[src/rtl/fir_wb_sample_buffer_if.sv]
// ---------------------------------------------------------------------------
// fir_wb_sample_buffer_if
//
// Bundles the Wishbone slave bus and the two FIR valid/ready streams of the
// sample buffer.
//
// Signals (named from the buffer's point of view):
//   wb_adr_i/wb_dat_i/wb_sel_i/wb_we_i/wb_cyc_i/wb_stb_i  bus request
//   wb_dat_o/wb_ack_o/wb_err_o                           bus response
//   fir_in_data_o/fir_in_valid_o/fir_in_ready_i          samples to filter
//   fir_out_data_i/fir_out_valid_i/fir_out_ready_o       results from filter
//
// Modports:
//   slave  - the sample buffer
//   master - the bus master / filter side (testbench)
// ---------------------------------------------------------------------------
interface fir_wb_sample_buffer_if #(
    parameter int ADDR_W   = 32,
    parameter int SAMPLE_W = 32
);
    logic [ADDR_W-1:0]   wb_adr_i;
    logic [31:0]         wb_dat_i;
    logic [3:0]          wb_sel_i;
    logic                wb_we_i;
    logic                wb_cyc_i;
    logic                wb_stb_i;
    logic [31:0]         wb_dat_o;
    logic                wb_ack_o;
    logic                wb_err_o;

    logic [SAMPLE_W-1:0] fir_in_data_o;
    logic                fir_in_valid_o;
    logic                fir_in_ready_i;
    logic [SAMPLE_W-1:0] fir_out_data_i;
    logic                fir_out_valid_i;
    logic                fir_out_ready_o;

    modport slave (
        input  wb_adr_i, wb_dat_i, wb_sel_i, wb_we_i, wb_cyc_i, wb_stb_i,
        output wb_dat_o, wb_ack_o, wb_err_o,
        output fir_in_data_o, fir_in_valid_o,
        input  fir_in_ready_i,
        input  fir_out_data_i, fir_out_valid_i,
        output fir_out_ready_o
    );

    modport master (
        output wb_adr_i, wb_dat_i, wb_sel_i, wb_we_i, wb_cyc_i, wb_stb_i,
        input  wb_dat_o, wb_ack_o, wb_err_o,
        input  fir_in_data_o, fir_in_valid_o,
        output fir_in_ready_i,
        output fir_out_data_i, fir_out_valid_i,
        input  fir_out_ready_o
    );
endinterface

[src/rtl/fir_wb_sample_buffer.sv]
// ---------------------------------------------------------------------------
// fir_wb_sample_buffer
//
// Wishbone slave sample buffer in front of the FIR datapath. Software pushes
// samples into an input FIFO (DIN) that drains to the filter over a
// valid/ready stream, and pops filtered results from an output FIFO (DOUT)
// that the filter fills over a second stream. Sticky OVF/UDF flags and a
// registered level interrupt report FIFO status.
//
// Register map (byte offsets, adr[4:2] decoded):
//   0x00 CTRL   RW  bit0 EN, bit1 FLUSH (self-clearing, reads 0), bit2 INT_EN
//   0x04 STATUS RO  [7:0] in_count, [15:8] out_count, 16 in_full,
//                   17 in_empty, 18 out_full, 19 out_empty, 20 OVF, 21 UDF
//   0x08 DIN    WO  push sample (full-word select only, else error)
//   0x0C DOUT   RO  pop result (0 and UDF when empty)
//   0x10 CLR    W1C bit20 clears OVF, bit21 clears UDF
//
// Ports:
//   wb_clk_i  clock for the whole block
//   wb_rst_i  asynchronous active-high reset
//   bus       Wishbone slave + FIR streams (fir_wb_sample_buffer_if.slave)
//   int_o     level interrupt: INT_EN & (!out_empty | OVF | UDF), registered
// ---------------------------------------------------------------------------
module fir_wb_sample_buffer #(
    parameter int ADDR_W   = 32,
    parameter int SAMPLE_W = 32,
    parameter int DEPTH    = 16,
    parameter int CNT_W    = $clog2(DEPTH) + 1
) (
    input  logic                   wb_clk_i,
    input  logic                   wb_rst_i,
    fir_wb_sample_buffer_if.slave  bus,
    output logic                   int_o
);

    localparam int                 PTR_W    = $clog2(DEPTH);
    localparam logic [PTR_W-1:0]   PTR_ONE  = PTR_W'(1);
    localparam logic [CNT_W-1:0]   CNT_ONE  = CNT_W'(1);
    localparam logic [CNT_W-1:0]   CNT_FULL = CNT_W'(DEPTH);

    localparam logic [2:0] OFF_CTRL   = 3'd0;
    localparam logic [2:0] OFF_STATUS = 3'd1;
    localparam logic [2:0] OFF_DIN    = 3'd2;
    localparam logic [2:0] OFF_DOUT   = 3'd3;
    localparam logic [2:0] OFF_CLR    = 3'd4;

    // -----------------------------------------------------------------------
    // Helpers
    // -----------------------------------------------------------------------
    function automatic logic [31:0] zext_sample(input logic [SAMPLE_W-1:0] s);
        logic [31:0] v;
        v = '0;
        v[SAMPLE_W-1:0] = s;
        return v;
    endfunction

    function automatic logic [7:0] cnt_field(input logic [CNT_W-1:0] c);
        return 8'(c);
    endfunction

    function automatic logic [CNT_W-1:0] cnt_next(input logic [CNT_W-1:0] c,
                                                  input logic inc,
                                                  input logic dec);
        case ({inc, dec})
            2'b10:   return c + CNT_ONE;
            2'b01:   return c - CNT_ONE;
            default: return c;
        endcase
    endfunction

    // -----------------------------------------------------------------------
    // State
    // -----------------------------------------------------------------------
    logic                r_ack;
    logic                r_err;
    logic [31:0]         r_dat;
    logic                r_int;
    logic                r_en;
    logic                r_int_en;
    logic                r_ovf;
    logic                r_udf;

    logic [PTR_W-1:0]    r_in_wptr;
    logic [PTR_W-1:0]    r_in_rptr;
    logic [CNT_W-1:0]    r_in_cnt;
    logic [PTR_W-1:0]    r_out_wptr;
    logic [PTR_W-1:0]    r_out_rptr;
    logic [CNT_W-1:0]    r_out_cnt;

    logic [SAMPLE_W-1:0] r_in_mem  [DEPTH];
    logic [SAMPLE_W-1:0] r_out_mem [DEPTH];

    // -----------------------------------------------------------------------
    // Bus decode
    // -----------------------------------------------------------------------
    logic                w_accept;
    logic [2:0]          w_off;
    logic                w_full_sel;
    logic                w_din_err;
    logic                w_sw_push_req;
    logic                w_sw_pop_req;
    logic                w_ctrl_wr;
    logic                w_clr_wr;
    logic                w_flush;

    // A request is taken only while no response is pending, so a master that
    // keeps cyc/stb high through its ack cannot trigger a second side effect.
    assign w_accept      = bus.wb_cyc_i & bus.wb_stb_i & ~r_ack & ~r_err;
    assign w_off         = bus.wb_adr_i[4:2];
    assign w_full_sel    = (bus.wb_sel_i == 4'hF);
    assign w_din_err     = w_accept & bus.wb_we_i & (w_off == OFF_DIN) & ~w_full_sel;
    assign w_sw_push_req = w_accept & bus.wb_we_i & (w_off == OFF_DIN) & w_full_sel;
    assign w_sw_pop_req  = w_accept & ~bus.wb_we_i & (w_off == OFF_DOUT);
    assign w_ctrl_wr     = w_accept & bus.wb_we_i & (w_off == OFF_CTRL);
    assign w_clr_wr      = w_accept & bus.wb_we_i & (w_off == OFF_CLR);
    assign w_flush       = w_ctrl_wr & bus.wb_dat_i[1];

    // Address bits outside [4:2] and unused data bits are don't-care.
    logic w_unused;
    assign w_unused = ^{bus.wb_adr_i, bus.wb_dat_i};

    // -----------------------------------------------------------------------
    // FIFO status and transfers (all decisions on pre-edge state)
    // -----------------------------------------------------------------------
    logic                w_in_full;
    logic                w_in_empty;
    logic                w_out_full;
    logic                w_out_empty;
    logic                w_in_valid;
    logic                w_out_ready;
    logic                w_in_push;
    logic                w_in_pop;
    logic                w_out_push;
    logic                w_out_pop;
    logic [SAMPLE_W-1:0] w_in_head;
    logic [SAMPLE_W-1:0] w_out_head;

    assign w_in_full   = (r_in_cnt == CNT_FULL);
    assign w_in_empty  = (r_in_cnt == '0);
    assign w_out_full  = (r_out_cnt == CNT_FULL);
    assign w_out_empty = (r_out_cnt == '0);

    assign w_in_valid  = r_en & ~w_in_empty;
    assign w_out_ready = r_en & ~w_out_full;

    assign w_in_push   = w_sw_push_req & ~w_in_full;
    assign w_in_pop    = w_in_valid & bus.fir_in_ready_i;
    assign w_out_push  = bus.fir_out_valid_i & w_out_ready;
    assign w_out_pop   = w_sw_pop_req & ~w_out_empty;

    // Heads read as zero when empty: keeps the stream data at 0 out of reset
    // and gives the DOUT underflow read its 0 without extra muxing.
    assign w_in_head   = w_in_empty  ? '0 : r_in_mem[r_in_rptr];
    assign w_out_head  = w_out_empty ? '0 : r_out_mem[r_out_rptr];

    assign bus.fir_in_data_o   = w_in_head;
    assign bus.fir_in_valid_o  = w_in_valid;
    assign bus.fir_out_ready_o = w_out_ready;

    // -----------------------------------------------------------------------
    // Read data mux
    // -----------------------------------------------------------------------
    logic [31:0] w_status;
    logic [31:0] w_rdata;

    assign w_status = {10'b0, r_udf, r_ovf,
                       w_out_empty, w_out_full, w_in_empty, w_in_full,
                       cnt_field(r_out_cnt), cnt_field(r_in_cnt)};

    always_comb begin
        w_rdata = '0;
        case (w_off)
            OFF_CTRL:   w_rdata = {29'b0, r_int_en, 1'b0, r_en};
            OFF_STATUS: w_rdata = w_status;
            OFF_DOUT:   w_rdata = zext_sample(w_out_head);
            default:    w_rdata = '0;
        endcase
    end

    // -----------------------------------------------------------------------
    // Bus response, control and flags
    // -----------------------------------------------------------------------
    always_ff @(posedge wb_clk_i or posedge wb_rst_i) begin
        if (wb_rst_i) begin
            r_ack    <= 1'b0;
            r_err    <= 1'b0;
            r_dat    <= '0;
            r_int    <= 1'b0;
            r_en     <= 1'b0;
            r_int_en <= 1'b0;
            r_ovf    <= 1'b0;
            r_udf    <= 1'b0;
        end else begin
            r_ack <= w_accept & ~w_din_err;
            r_err <= w_din_err;
            r_dat <= (w_accept & ~bus.wb_we_i) ? w_rdata : '0;
            r_int <= r_int_en & (~w_out_empty | r_ovf | r_udf);

            if (w_ctrl_wr) begin
                r_en     <= bus.wb_dat_i[0];
                r_int_en <= bus.wb_dat_i[2];
            end

            if (w_sw_push_req & w_in_full) begin
                r_ovf <= 1'b1;
            end else if (w_clr_wr & bus.wb_dat_i[20]) begin
                r_ovf <= 1'b0;
            end

            if (w_sw_pop_req & w_out_empty) begin
                r_udf <= 1'b1;
            end else if (w_clr_wr & bus.wb_dat_i[21]) begin
                r_udf <= 1'b0;
            end
        end
    end

    // -----------------------------------------------------------------------
    // FIFO pointers and counts; FLUSH beats any same-edge stream transfer
    // -----------------------------------------------------------------------
    always_ff @(posedge wb_clk_i or posedge wb_rst_i) begin
        if (wb_rst_i) begin
            r_in_wptr  <= '0;
            r_in_rptr  <= '0;
            r_in_cnt   <= '0;
            r_out_wptr <= '0;
            r_out_rptr <= '0;
            r_out_cnt  <= '0;
        end else if (w_flush) begin
            r_in_wptr  <= '0;
            r_in_rptr  <= '0;
            r_in_cnt   <= '0;
            r_out_wptr <= '0;
            r_out_rptr <= '0;
            r_out_cnt  <= '0;
        end else begin
            if (w_in_push)  r_in_wptr  <= r_in_wptr + PTR_ONE;
            if (w_in_pop)   r_in_rptr  <= r_in_rptr + PTR_ONE;
            if (w_out_push) r_out_wptr <= r_out_wptr + PTR_ONE;
            if (w_out_pop)  r_out_rptr <= r_out_rptr + PTR_ONE;
            r_in_cnt  <= cnt_next(r_in_cnt,  w_in_push,  w_in_pop);
            r_out_cnt <= cnt_next(r_out_cnt, w_out_push, w_out_pop);
        end
    end

    // Storage is not reset; the empty-gated heads hide stale contents.
    always_ff @(posedge wb_clk_i) begin
        if (w_in_push) begin
            r_in_mem[r_in_wptr] <= bus.wb_dat_i[SAMPLE_W-1:0];
        end
        if (w_out_push) begin
            r_out_mem[r_out_wptr] <= bus.fir_out_data_i;
        end
    end

    // -----------------------------------------------------------------------
    // Outputs
    // -----------------------------------------------------------------------
    assign bus.wb_ack_o = r_ack;
    assign bus.wb_err_o = r_err;
    assign bus.wb_dat_o = r_dat;
    assign int_o        = r_int;

endmodule

[src/flat_wrapper.sv]
// flat-port wrapper written by rule: the top's interface ports become plain ports
module fir_wb_sample_buffer_flat 
#(
    parameter int ADDR_W   = 32,
    parameter int SAMPLE_W = 32,
    parameter int DEPTH    = 16,
    parameter int CNT_W    = $clog2(DEPTH) + 1
)
  (wb_clk_i, wb_rst_i, int_o, bus_wb_adr_i, bus_wb_dat_i, bus_wb_sel_i, bus_wb_we_i, bus_wb_cyc_i, bus_wb_stb_i, bus_wb_dat_o, bus_wb_ack_o, bus_wb_err_o, bus_fir_in_data_o, bus_fir_in_valid_o, bus_fir_in_ready_i, bus_fir_out_data_i, bus_fir_out_valid_i, bus_fir_out_ready_o);
  fir_wb_sample_buffer_if #(.ADDR_W(ADDR_W), .SAMPLE_W(SAMPLE_W)) bus_i ();
  input  logic wb_clk_i;
  input  logic wb_rst_i;
  output logic int_o;
  input wire logic [$bits(bus_i.wb_adr_i)-1:0] bus_wb_adr_i;
  input wire logic [$bits(bus_i.wb_dat_i)-1:0] bus_wb_dat_i;
  input wire logic [$bits(bus_i.wb_sel_i)-1:0] bus_wb_sel_i;
  input wire logic [$bits(bus_i.wb_we_i)-1:0] bus_wb_we_i;
  input wire logic [$bits(bus_i.wb_cyc_i)-1:0] bus_wb_cyc_i;
  input wire logic [$bits(bus_i.wb_stb_i)-1:0] bus_wb_stb_i;
  output wire logic [$bits(bus_i.wb_dat_o)-1:0] bus_wb_dat_o;
  output wire logic [$bits(bus_i.wb_ack_o)-1:0] bus_wb_ack_o;
  output wire logic [$bits(bus_i.wb_err_o)-1:0] bus_wb_err_o;
  output wire logic [$bits(bus_i.fir_in_data_o)-1:0] bus_fir_in_data_o;
  output wire logic [$bits(bus_i.fir_in_valid_o)-1:0] bus_fir_in_valid_o;
  input wire logic [$bits(bus_i.fir_in_ready_i)-1:0] bus_fir_in_ready_i;
  input wire logic [$bits(bus_i.fir_out_data_i)-1:0] bus_fir_out_data_i;
  input wire logic [$bits(bus_i.fir_out_valid_i)-1:0] bus_fir_out_valid_i;
  output wire logic [$bits(bus_i.fir_out_ready_o)-1:0] bus_fir_out_ready_o;
  assign bus_i.wb_adr_i = bus_wb_adr_i;
  assign bus_i.wb_dat_i = bus_wb_dat_i;
  assign bus_i.wb_sel_i = bus_wb_sel_i;
  assign bus_i.wb_we_i = bus_wb_we_i;
  assign bus_i.wb_cyc_i = bus_wb_cyc_i;
  assign bus_i.wb_stb_i = bus_wb_stb_i;
  assign bus_wb_dat_o = bus_i.wb_dat_o;
  assign bus_wb_ack_o = bus_i.wb_ack_o;
  assign bus_wb_err_o = bus_i.wb_err_o;
  assign bus_fir_in_data_o = bus_i.fir_in_data_o;
  assign bus_fir_in_valid_o = bus_i.fir_in_valid_o;
  assign bus_i.fir_in_ready_i = bus_fir_in_ready_i;
  assign bus_i.fir_out_data_i = bus_fir_out_data_i;
  assign bus_i.fir_out_valid_i = bus_fir_out_valid_i;
  assign bus_fir_out_ready_o = bus_i.fir_out_ready_o;
  fir_wb_sample_buffer #(.ADDR_W(ADDR_W), .SAMPLE_W(SAMPLE_W), .DEPTH(DEPTH), .CNT_W(CNT_W)) u_core (.wb_clk_i(wb_clk_i), .wb_rst_i(wb_rst_i), .bus(bus_i), .int_o(int_o));
endmodule
[config.mk]
export PLATFORM = sky130hd
export DESIGN_NAME = fir_wb_sample_buffer_flat
export DESIGN_NICKNAME = d
export VERILOG_FILES = /design/src/rtl/fir_wb_sample_buffer_if.sv /design/src/rtl/fir_wb_sample_buffer.sv /design/src/flat_wrapper.sv
export SDC_FILE = /design/constraint.sdc
export NUM_CORES = 1
export LEC_CHECK = 0
export CAP_MARGIN = 20
export CELL_PAD_IN_SITES_DETAIL_PLACEMENT = 2
export CELL_PAD_IN_SITES_GLOBAL_PLACEMENT = 2
export CORE_MARGIN = 2
export CORE_UTILIZATION = 52
export DETAILED_ROUTE_END_ITERATION = 10
export PLACE_DENSITY_LB_ADDON = 0.08
export RECOVER_POWER = 100
export SKIP_LAST_GASP = 1
export SLEW_MARGIN = 10
export SYNTH_ARGS = -nofsm -noshare
export SYNTH_HDL_FRONTEND = slang
export SYNTH_SLANG_ARGS = --single-unit
export TNS_END_PERCENT = 50
[constraint.sdc]
create_clock -name wb_clk_i -period 5.5 [get_ports wb_clk_i]
set_clock_uncertainty 0.1 [all_clocks]
set_input_delay 0.825 -clock wb_clk_i [delete_from_list [all_inputs] [get_ports wb_clk_i]]
set_output_delay 0.825 -clock wb_clk_i [all_outputs]
set_load 0.1 [all_outputs]
# ---- Yosys cells after proc, flatten, opt, wreduce, memory -nomap -nowiden
# Memory sizes are Yosys's and may differ from the RTL's.
# Index checks and enable logic that the tools add are counted.
dict set report word_totals {
  input_bits 107
  memories 2
  regBits 65
  ram_bits 1024
  wordCells 105
  output_inout_bits 69
}
dict set report op_classes {
  n_eq_ne 11
  n_reduce_logical 11
  bitwise 35
  addsub 8
  muxes 24
}
# memory words word_bits read_ports rd_clocked_by_memory_dff wr line
set memory_table {}
lappend memory_table {u_core.r_in_mem 16 32 1 0 1 fir_wb_sample_buffer.sv:90} ;# logic [SAMPLE_W-1:0] r_in_mem [DEPTH];
lappend memory_table {u_core.r_out_mem 16 32 1 0 1 fir_wb_sample_buffer.sv:91} ;# logic [SAMPLE_W-1:0] r_out_mem [DEPTH];
# operator count
set op_table {}
lappend op_table {{$mux 32} 3}
lappend op_table {{$pmux 32 s3} 1}
lappend op_table {{$mux 4} 8}
lappend op_table {{$and 1x1->1} 24}
lappend op_table {{$pmux 5 s2} 2}
lappend op_table {{$add 4x1->4 const B} 4}
lappend op_table {{$reduce_bool 2->1} 6}
lappend op_table {{$add 5x1->5 const B} 2}
lappend op_table {{$eq 5x5->1 const B} 2}
lappend op_table {{$logic_not 5->1} 2}
lappend op_table {{$mux 5} 2}
lappend op_table {{$sub 5x1->5 const B} 2}
lappend op_table {{$not 1->1} 9}
lappend op_table {{$mux 1} 8}
lappend op_table {{$eq 3x2->1 const B} 2}
lappend op_table {{$reduce_bool 3->1} 2}
lappend op_table {{$eq 2x1->1 const B} 2}
lappend op_table {{$eq 2x2->1 const B} 2}
lappend op_table {{$eq 4x4->1 const B} 1}
lappend op_table {{$eq 3x1->1 const B} 1}
lappend op_table {{$eq 3x3->1 const B} 1}
lappend op_table {{$logic_not 3->1} 1}
lappend op_table {{$or 1x1->1} 2}

# ---- Depth between registers and ports, before layout
dict set report logic_depth {
  depth_word 10
  ltp_mapped 13
}

# ---- Worst setup path after synthesis
# OpenSTA, ideal clock, no wires.
dict set report synth_path {
  path_kind {register -> output}
  start {register u_core.r_in_rptr[0]}
  end {output bus_fir_in_data_o[10]}
  path_stages_with_launch 7
  arrival_ps 2759
  n_path_buf 3
  slack_ps 1816
  path_cell_list {dfrtp_1 clkbuf_1 buf_2 buf_2 mux4_2 mux2i_1 o22ai_1}
}
dict set report synth_via {
  elab_chain_cells 2
}
# item line
set synth_lines {}
lappend synth_lines {{start, declared} fir_wb_sample_buffer.sv:84} ;# logic [PTR_W-1:0] r_in_rptr;
lappend synth_lines {{start signal, assigned} fir_wb_sample_buffer.sv:238} ;# if (w_in_pop) r_in_rptr <= r_in_rptr + PTR_ONE;
lappend synth_lines {{$mem_v2 16x32} --}
lappend synth_lines {{$mux 32} fir_wb_sample_buffer.sv:153} ;# assign w_in_head = w_in_empty ? '0 : r_in_mem[r_in_rptr];
lappend synth_lines {{end, declared} flat_wrapper.sv:23} ;# output wire logic [$bits(bus_i.fir_in_data_o)-1:0] bus_fir_in_data_o;
# No other way between the ends.

# ---- Worst setup path after layout
dict set report layout_path {
  start {input bus_wb_sel_i[3]}
  end {memory u_core.r_in_mem[7][6] (enable)}
}
dict set report layout_via {
  elab_chain_cells 5
}
# item line
set layout_lines {}
lappend layout_lines {{start, declared} flat_wrapper.sv:16} ;# input wire logic [$bits(bus_i.wb_sel_i)-1:0] bus_wb_sel_i;
lappend layout_lines {{$eq 4x4->1} fir_wb_sample_buffer.sv:110} ;# assign w_full_sel = (bus.wb_sel_i == 4'hF);
lappend layout_lines {{$and 1x1->1} fir_wb_sample_buffer.sv:112} ;# assign w_sw_push_req = w_accept & bus.wb_we_i & (w_off == OFF_DIN) & w_full_sel;
lappend layout_lines {{$and 1x1->1} fir_wb_sample_buffer.sv:146} ;# assign w_in_push = w_sw_push_req & ~w_in_full;
lappend layout_lines {{$mux 1} fir_wb_sample_buffer.sv:248} ;# if (w_in_push) begin
lappend layout_lines {{$mux 1 (not written as such)} fir_wb_sample_buffer.sv:249} ;# r_in_mem[r_in_wptr] <= bus.wb_dat_i[SAMPLE_W-1:0];
lappend layout_lines {{end, declared} fir_wb_sample_buffer.sv:90}
# No other way between the ends.

==> metrics.csv <==
metric,value,unit
wl_met1,50900,µm
num_vias,21614,
hold_class,register to register,
dp_hpwl,69400,µm
critPathLaunchType,input pin,
drc,0,
critPathMaxStageDelay,1210,ps
die_y,288,µm
start_util,0.523,
met2_length,69800,µm
row_count,104,
core_area,80300,µm²
grt_pass1_wl,188000,µm
cap_violations,19,
seq_area,32400,µm²
ys_top_cells_by_count,"edfxtp_1, mux4_2, mux2i_1",
grt_max_degree,90,
fin_nets,2235,
antenna_found_initial,12,
fmax,192,MHz
postRouteAntennaNets,0,
clockBufferDepth,3,
syn_nets,2014,
cts_setup_buffers,0,
critPathKind,input pin to register,
drive_gt1_frac,0.232,
synthArstFlopShare,0.0597,
clock_sinks,1089,
cts_htree_levels,3,
crit_path_end_kind,register,
wirelength,133000,µm
cts_hold_buf,0,
drv_slew,425,
ios,176,
cts_root_buf,clkbuf_16,
cts_buffers,112,
leakage,15.3,nW
cp_data_required_time,5720,ps
yosys_most_used_dff,edfxtp_1,
status,finished with violations,
netlist_instances,1889,
overflow,0,
synth-xor-area-share,0.00355,
yosysWarnings,0,
routed-wl-met3,7500,µm
yosys.area_share.simple,0.0213,
ys_top_cells_by_area,"edfxtp_1, mux4_2, dfrtp_1, mux2i_1, a211oi_1",
synth_seq_cells,1089,
rsz0062_at_grt,no,
min_period_over_period,0.945,
synth_mux_area_frac,0.157,
tritoncts,done,
ff2ff_setup_slack,590,ps
synth_top_cell_by_area,edfxtp_1,
worst-path-buf-inv,2,
crit_fanout,15,
violations,"capacitance limit, slew limit",
post_drt_wl_per_cell,40.5,µm
setup_viol,0,
post_cts_resized,0,
die_w,288,µm
worst_pin_slew,3050,ps
yosysUniqueCellTypes,55,
fin_setup_tns,0,ps
routed.top_layer,met5,
placed_area,44700,µm²
cp_top_family,simple AND/OR/NAND/NOR gates,
via_per_inst,6.60,
io_buffers,146,
syn_area,42000,µm²
synthMostInstantiatedCell,edfxtp_1,
synth_edf_count,1024,
fillerInstances,6292,
synthAdderAreaFrac,0.00554,
ys_seq_area_frac,0.771,
period_minus_slack,5200,ps
synth_top_area_share,0.732,
clk_latency,690,ps
place.gp.congestion,0.756,
design_area,48400,µm²
finalPower,0.0216,W
synth_top_family_by_area,multiplexers,
cp_cell_sequence,dlygate4sd3_1 -> nand4_1 -> nor4_1 -> nand2_4 -> nor3_1 -> and2_1 -> clkbuf_1,
synthToLayoutAreaGrowth,15.3,%
cp_slowest_cell,and2_1,
avgSynthCellArea,22.2,µm²
multi_input_comb_area,8940,µm²
grt_pass1_vias,24011,
drt_first_pass_iters,7,
peakVddDrop,0.357,mV
p_per_area,446,nW/µm²
maxSlewHeadroom,-1.03,
worstPathArrival,5410,ps
dr.first_iter.drc_count,2091,
dieArea,83000,µm²
grt.total_usage,0.326,
synth_compound_area_frac,0.0266,
final-hold-violation-count,0,
clkTransAtPathRegs,70,ps
## worst register-to-register path: stages (launching register included)
cell and delay, ps:
dfrtp_1 460, or4_1 250, o211a_1 360, nand2_1 110, nor2_1 230, and2_0 2110
clkbuf_1 900
## routing by layer
layer,global-route usage,vias to the layer above
li1,-,8394
met1,0.419,11948
met2,0.574,996
met3,0.0523,272
met4,0.102,4
met5,0,-
## registers in the layout, indices dropped and copies added, names as in the netlist
register / count
u_core.r_in_cnt: 5
u_core.bus.wb_ack_o: 1
u_core.r_out_wptr: 4
u_core.r_ovf: 1
u_core.r_out_mem: 512
u_core.r_out_cnt: 5
u_core.r_int_en: 1
u_core.bus.wb_dat_o: 32
u_core.r_in_rptr: 4
u_core.r_out_rptr: 4
u_core.int_o: 1
u_core.r_en: 1
u_core.r_in_mem: 512
u_core.r_in_wptr: 4
u_core.r_udf: 1
u_core.bus.wb_err_o: 1
## kinds of logic after synthesis
group	after synthesis
AO/OA/AOI/OAI	150
XOR/XNOR	17
flip-flops	1089
multiplexers	344
adder cells (fa/ha/maj)	18
AND/OR/NAND/NOR	156
buffers and inverters	115
## final cells by class
type	instances	share of cell area
diodes	7	0.000362
clock buffers	153	0.0642
clock inverters	60	0.0173
inverters	15	0.00119
multi-input cells	685	0.185
flip-flops and latches	1089	0.669
well taps	1060	0.0274
repair buffers	207	0.0354
## layout by cell type (no fill, tap or decap), types with 7 or more instances in the layout
cell type        synthesis  routed
a211oi_1                35      35
a21oi_1                 14      14
o21ai_0                  8      13
and2_2                   0      13
clkbuf_8                 0      11
edfxtp_1              1024    1024
dlygate4sd3_1            0     111
a221oi_1                 7      16
inv_1                   15      14
clkinv_1                 0      12
xnor2_1                  7       7
bufinv_16                0      20
o22ai_1                 42      42
nand2_1                 25      25
ha_1                    17      17
clkbuf_2                 1      30
clkdlybuf4s50_1          0       9
xor2_1                  10      10
a22o_1                  15      15
and2_0                   0      18
clkbuf_16                0     114
clkinv_2                 0      20
clkbuf_1                28      57
diode_2                  0       7
nor2_1                  29      28
dfrtp_1                 65      60
mux4_2                 252     252
buf_4                   12      24
mux2i_1                 90      90
nor2b_1                 24      23
## power by group
part,switching [W],leakage [nW],internal (W)
clock,0.00348,1.94,0.00491
combinational,0.00229,3.31,0.00140
sequential,0.000299,10.1,0.00920
total,0.00607,15.3,0.0155
## stage by stage
step	hold slack [ps]	utilization	worst slack [ps]	std cells
2_1_floorplan	369	-	1820	1889
3_3_place_gp	408	0.557	1340	3054
3_5_place_dp	426	0.557	1070	3054
4_1_cts	355	0.606	542	3267
5_1_grt	499	0.603	203	3273
6_report	473	0.603	302	3276
## worst paths after layout
kind / from / end / depth (start not counted)
worst max-delay path: bus_wb_sel_i[3] / u_core.r_in_mem[7][6] / 7
worst min-delay path: u_core.r_udf / u_core.int_o / 1
worst max register to register: u_core.r_out_cnt[3] / u_core.r_out_mem[10][20] / 6
worst min register to register: u_core.r_udf / u_core.int_o / 1
max in group asynchronous: wb_rst_i / u_core.r_in_rptr[1] / 3
min in group asynchronous: wb_rst_i / u_core.bus.wb_dat_o[22] / 2
Power figures use the tool's default switching activity.
